<file path="src/rtl/dual_issue_dispatch.sv">
// ============================================================================
// Module   : dual_issue_dispatch
// Brief    : Instruction queue that issues one or two words per cycle into an
//            ALU/branch slot (A) and an ALU/memory slot (B).
// Revision : 1.0 - initial release
// ============================================================================
`default_nettype none

module dual_issue_dispatch #(
  parameter logic [31:0] NOP_INST = 32'h00000013,
  parameter int          QDEPTH   = 4
) (
  input  logic        clk,
  input  logic        rst,
  input  logic        fetch_valid0,
  input  logic        fetch_valid1,
  input  logic [31:0] fetch_inst0,
  input  logic [31:0] fetch_inst1,
  output logic        fetch_ready,
  input  logic        issue_stall,
  input  logic        flush,
  output logic [31:0] inst_a,
  output logic [31:0] inst_b,
  output logic        valid_a,
  output logic        valid_b,
  output logic        a_is_older
);

  localparam int PW = $clog2(QDEPTH);
  localparam int CW = PW + 1;
  localparam logic [CW-1:0] READY_MAX = CW'(QDEPTH - 2);
  localparam logic [1:0] C_ALU = 2'd0;
  localparam logic [1:0] C_BR  = 2'd1;
  localparam logic [1:0] C_MEM = 2'd2;
  localparam logic [1:0] C_OTH = 2'd3;

  function automatic logic [1:0] f_class(input logic [6:0] op);
    case (op)
      7'b0110011, 7'b0010011: f_class = C_ALU;
      7'b1100111:             f_class = C_BR;
      7'b0000011, 7'b0100011: f_class = C_MEM;
      default:                f_class = C_OTH;
    endcase
  endfunction

  function automatic logic f_writes(input logic [6:0] op);
    f_writes = (op == 7'b0110011) || (op == 7'b0010011) || (op == 7'b0000011);
  endfunction

  function automatic logic f_reads2(input logic [6:0] op);
    f_reads2 = (op == 7'b0110011) || (op == 7'b0100011) || (op == 7'b1100111);
  endfunction

  logic [31:0]   mem_q [QDEPTH];
  logic [PW-1:0] wr_ptr_q, rd_ptr_q;
  logic [CW-1:0] count_q, count_d;
  logic [31:0]   inst_a_q, inst_b_q, inst_a_d, inst_b_d;
  logic          valid_a_q, valid_b_q, valid_a_d, valid_b_d;
  logic          older_q, older_d;

  logic          w_push;
  logic [CW-1:0] w_push_n, w_issue_n, w_pop_n;
  logic [31:0]   w_i0, w_i1;
  logic [1:0]    w_c0, w_c1;
  logic          w_have0, w_have1;
  logic          w_straight, w_swap, w_raw, w_waw, w_pair;

  assign fetch_ready = (count_q <= READY_MAX);
  assign w_push      = fetch_ready && fetch_valid0 && !flush && !rst;
  assign w_push_n    = w_push ? (fetch_valid1 ? CW'(2) : CW'(1)) : '0;
  assign w_pop_n     = issue_stall ? '0 : w_issue_n;
  assign count_d     = count_q - w_pop_n + w_push_n;

  assign w_i0    = mem_q[rd_ptr_q];
  assign w_i1    = mem_q[rd_ptr_q + PW'(1)];
  assign w_have0 = (count_q != '0);
  assign w_have1 = (count_q >= CW'(2));
  assign w_c0    = f_class(w_i0[6:0]);
  assign w_c1    = f_class(w_i1[6:0]);

  // Straight keeps program order in A/B; swap puts the younger word in A.
  assign w_straight = (w_c0 == C_ALU) && ((w_c1 == C_ALU) || (w_c1 == C_MEM));
  assign w_swap     = ((w_c0 == C_ALU) || (w_c0 == C_MEM)) &&
                      ((w_c1 == C_ALU) || (w_c1 == C_BR));
  assign w_raw      = f_writes(w_i0[6:0]) && (w_i0[11:7] != 5'd0) &&
                      ((w_i1[19:15] == w_i0[11:7]) ||
                       (f_reads2(w_i1[6:0]) && (w_i1[24:20] == w_i0[11:7])));
  assign w_waw      = f_writes(w_i0[6:0]) && f_writes(w_i1[6:0]) &&
                      (w_i0[11:7] != 5'd0) && (w_i0[11:7] == w_i1[11:7]);
  assign w_pair     = w_have1 && (w_straight || w_swap) && !w_raw && !w_waw;

  always_comb begin
    inst_a_d  = NOP_INST;
    inst_b_d  = NOP_INST;
    valid_a_d = 1'b0;
    valid_b_d = 1'b0;
    older_d   = 1'b1;
    w_issue_n = '0;
    if (w_pair) begin
      w_issue_n = CW'(2);
      valid_a_d = 1'b1;
      valid_b_d = 1'b1;
      if (w_straight) begin
        inst_a_d = w_i0;
        inst_b_d = w_i1;
      end else begin
        inst_a_d = w_i1;
        inst_b_d = w_i0;
        older_d  = 1'b0;
      end
    end else if (w_have0) begin
      w_issue_n = CW'(1);
      if ((w_c0 == C_ALU) || (w_c0 == C_BR)) begin
        inst_a_d  = w_i0;
        valid_a_d = 1'b1;
      end else begin
        inst_b_d  = w_i0;
        valid_b_d = 1'b1;
      end
    end
  end

  always_ff @(posedge clk) begin
    if (w_push) begin
      mem_q[wr_ptr_q] <= fetch_inst0;
      if (fetch_valid1) mem_q[wr_ptr_q + PW'(1)] <= fetch_inst1;
    end
  end

  always_ff @(posedge clk) begin
    if (rst || flush) begin
      count_q   <= '0;
      wr_ptr_q  <= '0;
      rd_ptr_q  <= '0;
      inst_a_q  <= NOP_INST;
      inst_b_q  <= NOP_INST;
      valid_a_q <= 1'b0;
      valid_b_q <= 1'b0;
      older_q   <= 1'b1;
    end else begin
      count_q  <= count_d;
      wr_ptr_q <= wr_ptr_q + w_push_n[PW-1:0];
      rd_ptr_q <= rd_ptr_q + w_pop_n[PW-1:0];
      if (!issue_stall) begin
        inst_a_q  <= inst_a_d;
        inst_b_q  <= inst_b_d;
        valid_a_q <= valid_a_d;
        valid_b_q <= valid_b_d;
        older_q   <= older_d;
      end
    end
  end

  assign inst_a     = inst_a_q;
  assign inst_b     = inst_b_q;
  assign valid_a    = valid_a_q;
  assign valid_b    = valid_b_q;
  assign a_is_older = older_q;

endmodule

`default_nettype wire

</file>
<file path="config.mk">
export PLATFORM = sky130hd
export DESIGN_NAME = dual_issue_dispatch
export DESIGN_NICKNAME = d
export VERILOG_FILES = /design/src/rtl/dual_issue_dispatch.sv
export SDC_FILE = /design/constraint.sdc
export NUM_CORES = 1
export LEC_CHECK = 0
export ABC_AREA = 1
export CORE_MARGIN = 2
export CORE_UTILIZATION = 32
export CTS_CLUSTER_DIAMETER = 50
export CTS_CLUSTER_SIZE = 14
export DETAILED_ROUTE_END_ITERATION = 8
export GPL_ROUTABILITY_DRIVEN = 0
export PLACE_DENSITY = 0.6
export SETUP_SLACK_MARGIN = 0.5
export SKIP_LAST_GASP = 1
export SYNTH_ARGS = -nofsm -noshare
export SYNTH_HDL_FRONTEND = slang
export SYNTH_SLANG_ARGS = --single-unit
</file>
<file path="constraint.sdc">
create_clock -name clk -period 12.4 [get_ports clk]
set_input_delay 2.48 -clock clk [delete_from_list [all_inputs] [get_ports clk]]
set_output_delay 2.48 -clock clk [all_outputs]
set_load 0.005 [all_outputs]
</file>
After elaboration in Yosys (flattened, before gate mapping)

Memories as Yosys holds them, arrays and structs flattened. A register that Yosys moved wholly into a read port is not among the register bits.
Index checks and enable logic that the tools add are counted.

Reduce and logical (&&, ||, !) cells: 39
$lt $le $gt $ge: 2
$add $sub $neg: 6
Muxes and demuxes: 29
Equality and inequality tests: 17

Operator list:

| operator                                                        | number |
|---|---|
| 2-to-1 mux 32 bit                                               | 8 |
| equality test 7 x 6 -> 1 bit (second input constant)            | 4 |
| equality test 5 bit                                             | 3 |
| equality test 7 x 2 -> 1 bit (second input constant)            | 2 |
| equality test 7 x 5 -> 1 bit (second input constant)            | 2 |
| equality test 7 bit (second input constant)                     | 2 |
| logical AND 1 bit                                               | 14 |
| 2-to-1 mux 1 bit                                                | 14 |
| logical OR 1 bit                                                | 13 |
| one-hot mux 2 bit (3 select lines)                              | 2 |
| 2-to-1 mux 2 bit                                                | 4 |
| OR reduction 2 bit                                              | 4 |
| nonzero test 5 bit                                              | 1 |
| adder 2 x 1 -> 2 bit (second input constant)                    | 2 |
| adder 2 bit                                                     | 2 |
| equality test 2 x 1 -> 1 bit (second input constant)            | 2 |
| equality test 2 bit (second input constant)                     | 2 |
| zero test 1 bit                                                 | 4 |
| zero test 2 bit                                                 | 2 |
| adder 3 x 2 -> 3 bit                                            | 1 |
| >= comparator 3 x 2 -> 1 bit (second input constant)            | 1 |
| less-or-equal comparator 3 x 2 -> 1 bit (second input constant) | 1 |
| 2-to-1 mux 3 bit                                                | 1 |
| nonzero test 3 bit                                              | 1 |
| subtractor 3 bit                                                | 1 |

Input port bits: 70
Output and inout port bits: 68
Memory bits (writable): 128
Flip-flop bits (word level): 74
Memories: 1

Memory list:

| memory | words | width | rd ports | clocked after memory_dff | write ports | line | text |
|---|---|---|---|---|---|---|---|
| mem_q  | 4     | 32    | 2        | 1                        | 2           | 54   | `logic [31:0] mem_q [QDEPTH];` |

Logic depth before layout (Yosys ltp)

An unclocked memory read counts as a cell.

Word-level depth: 16
Depth in mapped cells: 25
Depth with buffers taken out: 22

Least setup slack after synthesis

Ideal clock, no wire load.

Kind: input to register
Start point: input flush
End point: memory mem_q[3][0], enable pin
Data required time: 11.930 ns
Data arrival time: 5.163 ns
Path buffers: 0
Setup time: 0.470 ns
Stages on the path: 3
Path slack: 6.767 ns
Cells stage by stage: nor2_1 -> nand3_1 -> a211oi_1

RTL lines:

| what               | line | text |
|---|---|---|
| start: declaration | 21   | `input logic flush,` |
| end: declaration   | 54   |  |

==> run_results.csv <==
group,metric,value,unit
critical_path,path_buf_inv,2,
timing,clock_skew,0.0142,ns
route,drtIter0Drc,1340,
worst_hold_path,hold_path_class,"reg -> reg",
floorplan,start_util,32.4,%
synthesis,yosysWarnings,0,
flow_run,maxCapViolCount,0,
grt,grt_util_all_layers,18.6,%
route,postRouteWirelength,36.8,mm
grt,antenna_found_initial,0,
timing,worst_slack,5.98,ns
synthesis,synthAdderAreaFrac,0.534,%
synthesis,synth_simple_gate_area_share,32.1,%
synthesis,yosysTopAreaCell,"edfxtp_1",
clock_tree,clock_sinks,202,
critical_path,reg2reg_setup_slack,7.07,ns
critical_path,path_cells,"clkdlybuf4s50_1 > nor2_4 > buf_4 > nand3_1 > nor2_1 > nand3_2 > nand2_2",
synthesis,yosysTopAreaCellShare,31.5,%
synthesis,syn_nets,1794,
synthesis,synth_top_family_by_area,"simple AND/OR/NAND/NOR gates",
worst_hold_path,min_to,"inst_a[3]",
clock_tree,cts_root_buf,"clkbuf_16",
clock_tree,post_cts.repair.setup_buffers,0,
finish,final_cell_mix,"658 x nand2_1, 198 x o21ai_0, 172 x inv_1",
critical_path,r2r-end,"count_q[2]",
route,postRouteAntennaNets,0,
power,p_per_area,113,mW/mm²
worst_hold_path,min_from,"inst_a[3]",
critical_path,cp.required,12.57,ns
critical_path,crit_family,"simple AND/OR/NAND/NOR gates",
synthesis,synthMuxAreaShare,0.739,%
route,num_vias,11326,
power,power_frac_comb,10.4,%
timing,worst_slew_pin_slew,1.25,ns
power,p_sw_share,26.5,%
placed_design,pre_cts_ws,5.38,ns
synthesis,ys_ff_latch,202,
critical_path,critPathArrivalTime,6.58,ns
synthesis,synth-xor-area-share,0.216,%
synthesis,netlist_instances,1720,
timing,tns,0,ns
power,power,0.00165,W
clock_tree,cts_buffers,25,
power,p_int,0.00122,W
critical_path,reg2reg_from,"rd_ptr_q[0]",
clock_tree,cts-hold-fix-buffers,0,
finish,layout.nets,1857,
floorplan,fp.coreArea,0.0376,mm²
finish,regArea,0.00533,mm²
timing,report.final.slew_viol_count,0,
route,wire_per_inst,15.9,µm
power,p_seq_share,44.2,%
power,ir_drop,63.8,µV
finish,syn2layout_area_growth,19.7,%
synthesis,syn_area,0.0122,mm²
synthesis,yosysSeqAreaShare,43.7,%
floorplan,rows,71,
worst_hold_path,hold_depth,2,
clock_tree,clk_latency,0.54,ns
floorplan,dieArea,0.0397,mm²
route,drc,0,
clock_tree,cts_resized,0,
clock_tree,cts_tree,"yes",
route,vias_per_cell,4.90,
floorplan,die_w,199,µm
grt,grt_pass1_wl,57.9,mm
timing,period_needed,6.42,ns
finish,diodes,0,
critical_path,worst-path-max-fanout,65,
grt,grt_max_degree,94,
floorplan,die_h,199,µm
floorplan,pin_count,138,
critical_path,reg2reg_depth,20,
power,p_clk_share,45.3,%
timing,hold_violations,0,
route,firstDrtPassIters,6,
clock_tree,cts_buffer_depth,3,
finish,multi_input_area,0.00565,mm²
critical_path,slowest_delay,1.19,ns
timing,setup_viol,0,
power,p_switching,0.000439,W
placed_design,port_buffers,137,
critical_path,start_kind,"input pin",
synthesis,synth_area_leaders,"edfxtp_1 32%, nand2_1 20%, dfxtp_1 12%",
synthesis,synth_cell_types,41,
critical_path,worstSetupPathType,"in -> reg",
finish,drive_above_1_share,5.94,%
finish,mostFrequentLayoutCell,"nand2_1",
grt,grt_pass1_vias,10319,
timing,rsz0062_at_grt,"false",
timing,fmax,0.156,GHz
clock_tree,htree_levels,1,
timing,period_share,51.7,%
clock_tree,clkTransAtPathRegs,0.06,ns
critical_path,critPathSlowestCell,"nand2_2",
synthesis,synth_compound_area_share,12.4,%
critical_path,critPathCaptureType,"register",
synthesis,postSynthAreaPerCell,7.09,µm²
grt,overflow,0,
power,cellLeakagePower,6.67,nW
placed_design,dp_hpwl,24.6,mm
timing,slew_headroom,16.5,%
outcome,status,"finished, final reports clean",
finish,nFillCells,3872,
==> through the flow <==
stage	hold WS, ns	instance area (µm²)	util [%]	instances
floorplan	0.437	12200	-	1720
global placement	0.434	13700	36.6	2267
detailed placement	0.437	13700	36.6	2267
CTS	0.446	14600	38.8	2313
global route	0.472	14600	38.8	2313
finish	0.443	14600	38.8	2313
==> kinds of logic (layout without fill, tap and decap cells) <==
family          count (synthesis)  after routing
mux                             9              9
xor+xnor                        3              3
compound gates                276            276
fa+ha+maj                       4              4
buf+inv                       291            373
flops                         202            202
simple gates                  935            935
==> Yosys cell counts (all sizes together) <==
cell type and number:
a22oi 1, buf 52, inv 180, nand2 686
dfxtp 74, mux2i 9, nor3 6, o211ai 1
a211oi 1, nand3 112, a21oi 37, o21a 1
nor2 74, xor2 3, nand4 54, o22ai 3
fa 2, ha 2, nand3b 1, clkbuf 59
a32oi 17, or2 1, edfxtp 128, nor4 1
o221ai 9, o21ai 206
==> worst register-to-register path: stages, from the launching register on <==
cell,delay (ns)
dfxtp_4,0.67
inv_4,0.47
nand2_2,0.63
nand2_4,0.38
nand2_1,0.19
nand2_1,0.08
nor2_2,0.27
inv_2,0.09
nor3_2,0.20
nand2_1,0.08
buf_4,0.29
a21oi_1,0.22
nand3_1,0.17
nand3_1,0.21
or2_1,0.18
nand2_1,0.07
ha_1,0.20
fa_1,0.43
xor2_1,0.19
o21ai_0,0.09
a21oi_1,0.16
==> per-layer routing <==
metal | wire length (µm) | track usage, %
met5 | 0 | 0
met4 | 674 | 4.75
met3 | 2860 | 3.24
met2 | 15700 | 28.5
met1 | 17600 | 26.9
==> power groups by stage <==
stage                     logic (W)  registers [W]  clock network [W]
final                      0.000172       0.000732           0.000750
after global routing       0.000193       0.000733           0.000791
after CTS                  0.000171       0.000732           0.000763
after detailed placement   0.000171       0.000747                  0
after global placement     0.000166       0.000746                  0
after floorplan            0.000106       0.000744                  0
==> flip-flops by register name, summed over array words and instances (netlist names) <==
signal / count
a_is_older: 1
count_q: 3
inst_a: 32
inst_b: 32
mem_q: 128
rd_ptr_q: 2
valid_a: 1
valid_b: 1
wr_ptr_q: 2
==> worst max path at each step <==
stage | cells past startpoint | startpoint | slack, ns | endpoint
after floorplan | 3 | flush | 6.77 | mem_q[3][0]
after global placement | 7 | flush | 5.55 | mem_q[0][27]
after detailed placement | 7 | flush | 5.38 | mem_q[0][30]
after CTS | 7 | flush | 5.95 | mem_q[0][12]
after global routing | 7 | flush | 5.71 | mem_q[0][20]
final | 7 | flush | 5.98 | mem_q[0][20]
==> cell type report <==
class / instances / share of cell area (%)
Clock buffer: 29 / 4.68
Clock inverter: 17 / 1.12
Multi-Input combinational cell: 1227 / 38.7
Timing Repair Buffer: 147 / 9.88
Inverter: 180 / 4.67
Tap cell: 511 / 4.38
Sequential cell: 202 / 36.5
No activity file was read; power rests on OpenSTA's default activity.
==> RTL edit 1, RTL diff (same flow settings) <==
The parameter `QDEPTH` goes from 4 to 8.
--- a/src/rtl/dual_issue_dispatch.sv
+++ b/src/rtl/dual_issue_dispatch.sv
@@ -8,7 +8,7 @@
 
 module dual_issue_dispatch #(
   parameter logic [31:0] NOP_INST = 32'h00000013,
-  parameter int          QDEPTH   = 4
+  parameter int          QDEPTH   = 8
 ) (
   input  logic        clk,
   input  logic        rst,
Check against the original RTL: not equivalent (Yosys sat finds a counterexample within 4 cycles, from zero or initial values).
==> RTL edit 1 against the unedited design <==
Fmax increased by 3.4%. Routed wire length increased by 89%. Area after synthesis increased by 73%. Cell area increased by 66%. Sequential cell count increased by 131. Setup slack improved by 210 ps. Cell count increased by 67%. Via count increased by 73%. Total power increased by 77%. Critical endpoint is now count_q[2]. Largest power group is now sequential cells. Highest routed layer is now met5.
==> RTL edit 1: results (changes against the unedited design) <==
[synth]
yosysSeqAreaShare=0.437  ; about the same
synth_common_cells=nand2_1, o21ai_0, inv_1
yosysWarnings=0  ; unchanged
async_reset_ff_frac=0  ; unchanged
synth_area_leaders=edfxtp_1, nand2_1, o21ai_0
synth_edf_count=256  ; +100%
synth_cell_types=36  ; -12%

[finish]
antenna_cells=0  ; unchanged
top_register=mem_q
drive_above_1_share=0.0457  ; -0.0136
final_nets=3053  ; +64%
largest_register_ffs=256  ; +100%

[clocking]
cts-resized-gates=0  ; unchanged
cts_setup_buffers=0  ; unchanged
clk_latency_ps=570  ; +30 ps
ctsHtreeMaxLevel=2  ; +1
numCtsBuffers=38  ; +52%
path_clk_slew_ps=60  ; about the same
cts.path.max_buffers=3  ; unchanged
cts_root_buffer=clkbuf_16

[outcome]
status=completed

[hold_path]
min_from=inst_a[3]
hold-path-endpoint=inst_a[3]
holdPathStages=2  ; unchanged
hp-class=register to register

[place]
dp_hpwl_um=45800  ; +86%
port_buffers=137  ; unchanged

[global_routing]
grtUsageTotal=0.203  ; +0.0173
grt_start_max_net_pins=163  ; +73%
antenna_found_initial=3  ; +3
grt_pass1_wl_um=107000  ; +84%
grt_util_met3=0.0407  ; +0.00825
grt_use_met2=0.320  ; +0.0347
grt_use_met1=0.283  ; +0.0141
grt_pass1_vias=17521  ; +70%

[run]
timing.max_cap.violations=0  ; unchanged

[sta]
worst_pin_slew_ps=1160  ; -90.8 ps
hold_ws_ps=441  ; -1.72 ps
skew_ps=21.2  ; +7.00 ps

[setup_path]
worst_ep_arrival_time_ps=6630  ; +50 ps
rr_startpoint=rd_ptr_q[0]
crit_type=register to register
worst-path-max-fanout=162  ; +150%
worst-r2r-setup-slack_ps=6190  ; -880 ps
reg2reg_depth=21  ; +5.0%
r2r-end=count_q[2]

[power]
ir_drop_v=0.0000701  ; +9.9%
leakagePower_nw=10.7  ; +60%

[detailed_routing]
vias_per_cell=5.07  ; +3.5%
routed_wl_um=69700  ; +89%
drt_pass1_iterations=6  ; unchanged
drtIter0Drc=2099  ; +57%

RTL edit 1: area by class of cell:
class / count / area, µm²
tap: 864 / 1080
multi-input combinational: 2077 / 9640
clock buffer: 48 / 1070
clock inverter: 18 / 159
timing repair buffer: 176 / 1670
fill: 6733 / 41400
sequential: 333 / 9230
inverter: 343 / 1290
RTL edit 1: worst max path at each step:
stage                         endpoint  slack [ps]
after detailed placement  mem_q[6][19]        6020
after floorplan            mem_q[0][0]        5480
after global placement    mem_q[6][19]        6070
after CTS                   count_q[2]        6260
after global routing        count_q[2]        5690
final                       count_q[2]        6190
RTL edit 1: logic make-up after synthesis:
family	share of synthesized area
adder cells (fa/ha/maj)	0.00971
XOR/XNOR	0.00278
flip-flops	0.437
AND/OR/NAND/NOR	0.262
buffers and inverters	0.112
multiplexers	0.000474
AO/OA/AOI/OAI	0.175
RTL edit 1: layer usage:
metal  routed length [µm]  vias to the layer above
li1                     -                     9821
met1                30700                     8917
met2                31100                      735
met3                 6100                       88
met4                 1760                        4
met5                   26                        -
RTL edit 1: metrics by stage:
stage / std cells / area [µm²] / total power, mW / setup slack (ps) / util
2_1_floorplan: 2998 / 21100 / 1.64 / 5480 / -
5_1_grt: 3859 / 24200 / 3.06 / 5690 / 0.369
3_3_place_gp: 3793 / 22900 / 1.82 / 6070 / 0.350
3_5_place_dp: 3793 / 22900 / 1.82 / 6020 / 0.350
6_report: 3859 / 24200 / 2.93 / 6190 / 0.369
4_1_cts: 3859 / 24200 / 2.94 / 6260 / 0.369
RTL edit 1: where the power goes:
part,switching (mW),leakage (nW),internal (mW)
clock network,0.480,0.580,0.638
registers,0.0132,2.93,1.22
logic,0.394,7.14,0.180
RTL edit 1: critical path, cell delays in order (launching register included):
cell and delay, ps:
dfxtp_4 590, buf_12 500, inv_6 370, buf_4 430, a21oi_1 200, o21ai_0 90
nand2_1 90, inv_1 40, o21ai_1 510, nand3_1 300, a21oi_4 200, buf_4 500
nand2_2 270, buf_4 310, nand2_1 180, nor2_1 90, ha_1 290, inv_1 40
ha_1 220, fa_1 440, xnor2_1 160, nor2_1 50
==> RTL edit 2, RTL diff (config.mk and constraints unchanged) <==
Without the edit above. The parameter `NOP_INST` goes from 32'h00000013 to 32'h00000010.
--- a/src/rtl/dual_issue_dispatch.sv
+++ b/src/rtl/dual_issue_dispatch.sv
@@ -7,7 +7,7 @@
 `default_nettype none
 
 module dual_issue_dispatch #(
-  parameter logic [31:0] NOP_INST = 32'h00000013,
+  parameter logic [31:0] NOP_INST = 32'h00000010,
   parameter int          QDEPTH   = 4
 ) (
   input  logic        clk,
Function: changed (a bounded check fails within 4 cycles, from zero or initial values).
==> RTL edit 2 against the unedited design <==
Cell area shrank 0.62%. Setup slack gained 790 ps. Critical endpoint is now count_q[2]. Area after synthesis down 1.5%. Routed wire length increased by 2.8%. Sequential cell count unchanged. Largest power group unchanged. Total power rose by 2.3%. Synthesized cell count fell by 1.2%.
==> RTL edit 2: results (changes against the unedited design) <==
[detailed_routing]
routed_wl_um=37900  ; +2.8%
top_layer=met5
wl_met1_um=17600  ; -0.12%
vias=11500  ; +1.5%
wl_met2_um=16400  ; +4.7%
wl_per_cell_um=16.8  ; +5.3%
wl_met3_um=3110  ; +8.7%
drt_pass1_iterations=5  ; -1
drtIter0Drc=1221  ; -8.9%

[global_routing]
grt_use_met2=0.295  ; +0.00992
grt_pass1_vias=10499  ; +1.7%
antenna_found_initial=1  ; +1
grt_start_max_net_pins=70  ; -26%
grt_pass1_wl_um=59000  ; +1.9%
grt_util_met3=0.0244  ; -0.00805
grtUsageTotal=0.191  ; +0.00582
grt_use_met1=0.284  ; +0.0153

[finish]
top_register=mem_q
largest_register_ffs=128  ; unchanged
fill_cells=3754  ; -3.0%
drive_above_1_share=0.0497  ; -0.00966
final_nets=1844  ; -0.70%
antenna_cells=0  ; unchanged

[place]
placed_area_um2=13600  ; -1.1%
dp.cells=2209  ; -2.6%
dp_hpwl_um=25700  ; +4.4%
pre_cts_ws_ps=6490  ; +1110 ps

[synth]
synth_cell_types=37  ; -9.8%
syn_area_per_cell_um2=7.07  ; -0.30%
synthFlopType=edfxtp_1
yosysSeqAreaShare=0.443  ; +0.00646
synth_area_leaders=edfxtp_1, nand2_1, dfxtp_1
synth_common_cells=nand2_1, o21ai_0, inv_1

[hold_path]
min_from=inst_a[3]
holdPathStages=2  ; unchanged
hp-class=register to register

[power]
ir_drop_v=0.0000601  ; -5.8%
intPower_mw=1.24  ; +2.0%
leakagePower_nw=6.60  ; -0.94%

[sta]
min_period_ps=5630  ; -787 ps
skew_ps=23.1  ; +8.89 ps
worst_pin_slew_ps=1130  ; -123 ps

[setup_path]
worst_ep_arrival_time_ps=6110  ; -470 ps
worst-path-max-fanout=41  ; -37%
worst-r2r-setup-slack_ps=6770  ; -300 ps
reg2reg_depth=19  ; -5.0%

[outcome]
status=completed

[clocking]
cts_root_buffer=clkbuf_16
numCtsBuffers=27  ; +8.0%
path_clk_slew_ps=60  ; about the same
cts_setup_buffers=0  ; unchanged

[RTL edit 2: worst max-delay path by stage]
stage | from | to | cells past startpoint
floorplan | flush | mem_q[3][0] | 3
finish | rd_ptr_q[0] | count_q[2] | 19
detailed placement | flush | mem_q[0][19] | 8
global placement | flush | mem_q[0][14] | 8
CTS | rd_ptr_q[0] | count_q[2] | 19
global route | rd_ptr_q[0] | count_q[2] | 19
[RTL edit 2: stage by stage]
stage               utilization  hold slack, ps
finish                    0.394             451
global route              0.394             488
detailed placement        0.369             446
CTS                       0.394             456
floorplan                     -             441
global placement          0.369             440
[RTL edit 2: cell type report]
cell class,count,area share
multi-input combinational,1212,0.382
tap,468,0.0404
inverter,176,0.0456
sequential,202,0.367
timing repair buffer,151,0.102
clock buffer,27,0.0466
clock inverter,22,0.0164
[RTL edit 2: power groups by stage]
stage               clock, mW  sequential [mW]  combinational, mW
floorplan                   0            0.744              0.100
global placement            0            0.746              0.164
detailed placement          0            0.746              0.168
CTS                     0.803            0.731              0.168
global route            0.832            0.732              0.190
finish                  0.792            0.731              0.170
[RTL edit 2: logic make-up (layout without fill, tap and decap cells)]
kind of cell,Yosys count,in the layout,synth area share
buffers and inverters,286,376,0.0995
AND/OR/NAND/NOR,913,913,0.312
adder cells (fa/ha/maj),4,4,0.00542
XOR/XNOR,3,3,0.00219
flip-flops,202,202,0.443
AO/OA/AOI/OAI,283,283,0.130
multiplexers,9,9,0.00750
[RTL edit 2: worst max-delay path, stage by stage, from the launching register on]
cell,delay [ps]
dfxtp_2,730
inv_2,450
nand2_2,540
nand2_2,510
nand2_1,180
nand2_1,90
nor2_1,220
nand2_1,110
clkinv_1,90
nand3_2,550
a21oi_4,440
nand2_1,100
nand3_1,170
or2_1,200
nand2_1,70
ha_1,200
fa_1,430
xor2_1,200
o21ai_0,100
a21oi_1,150
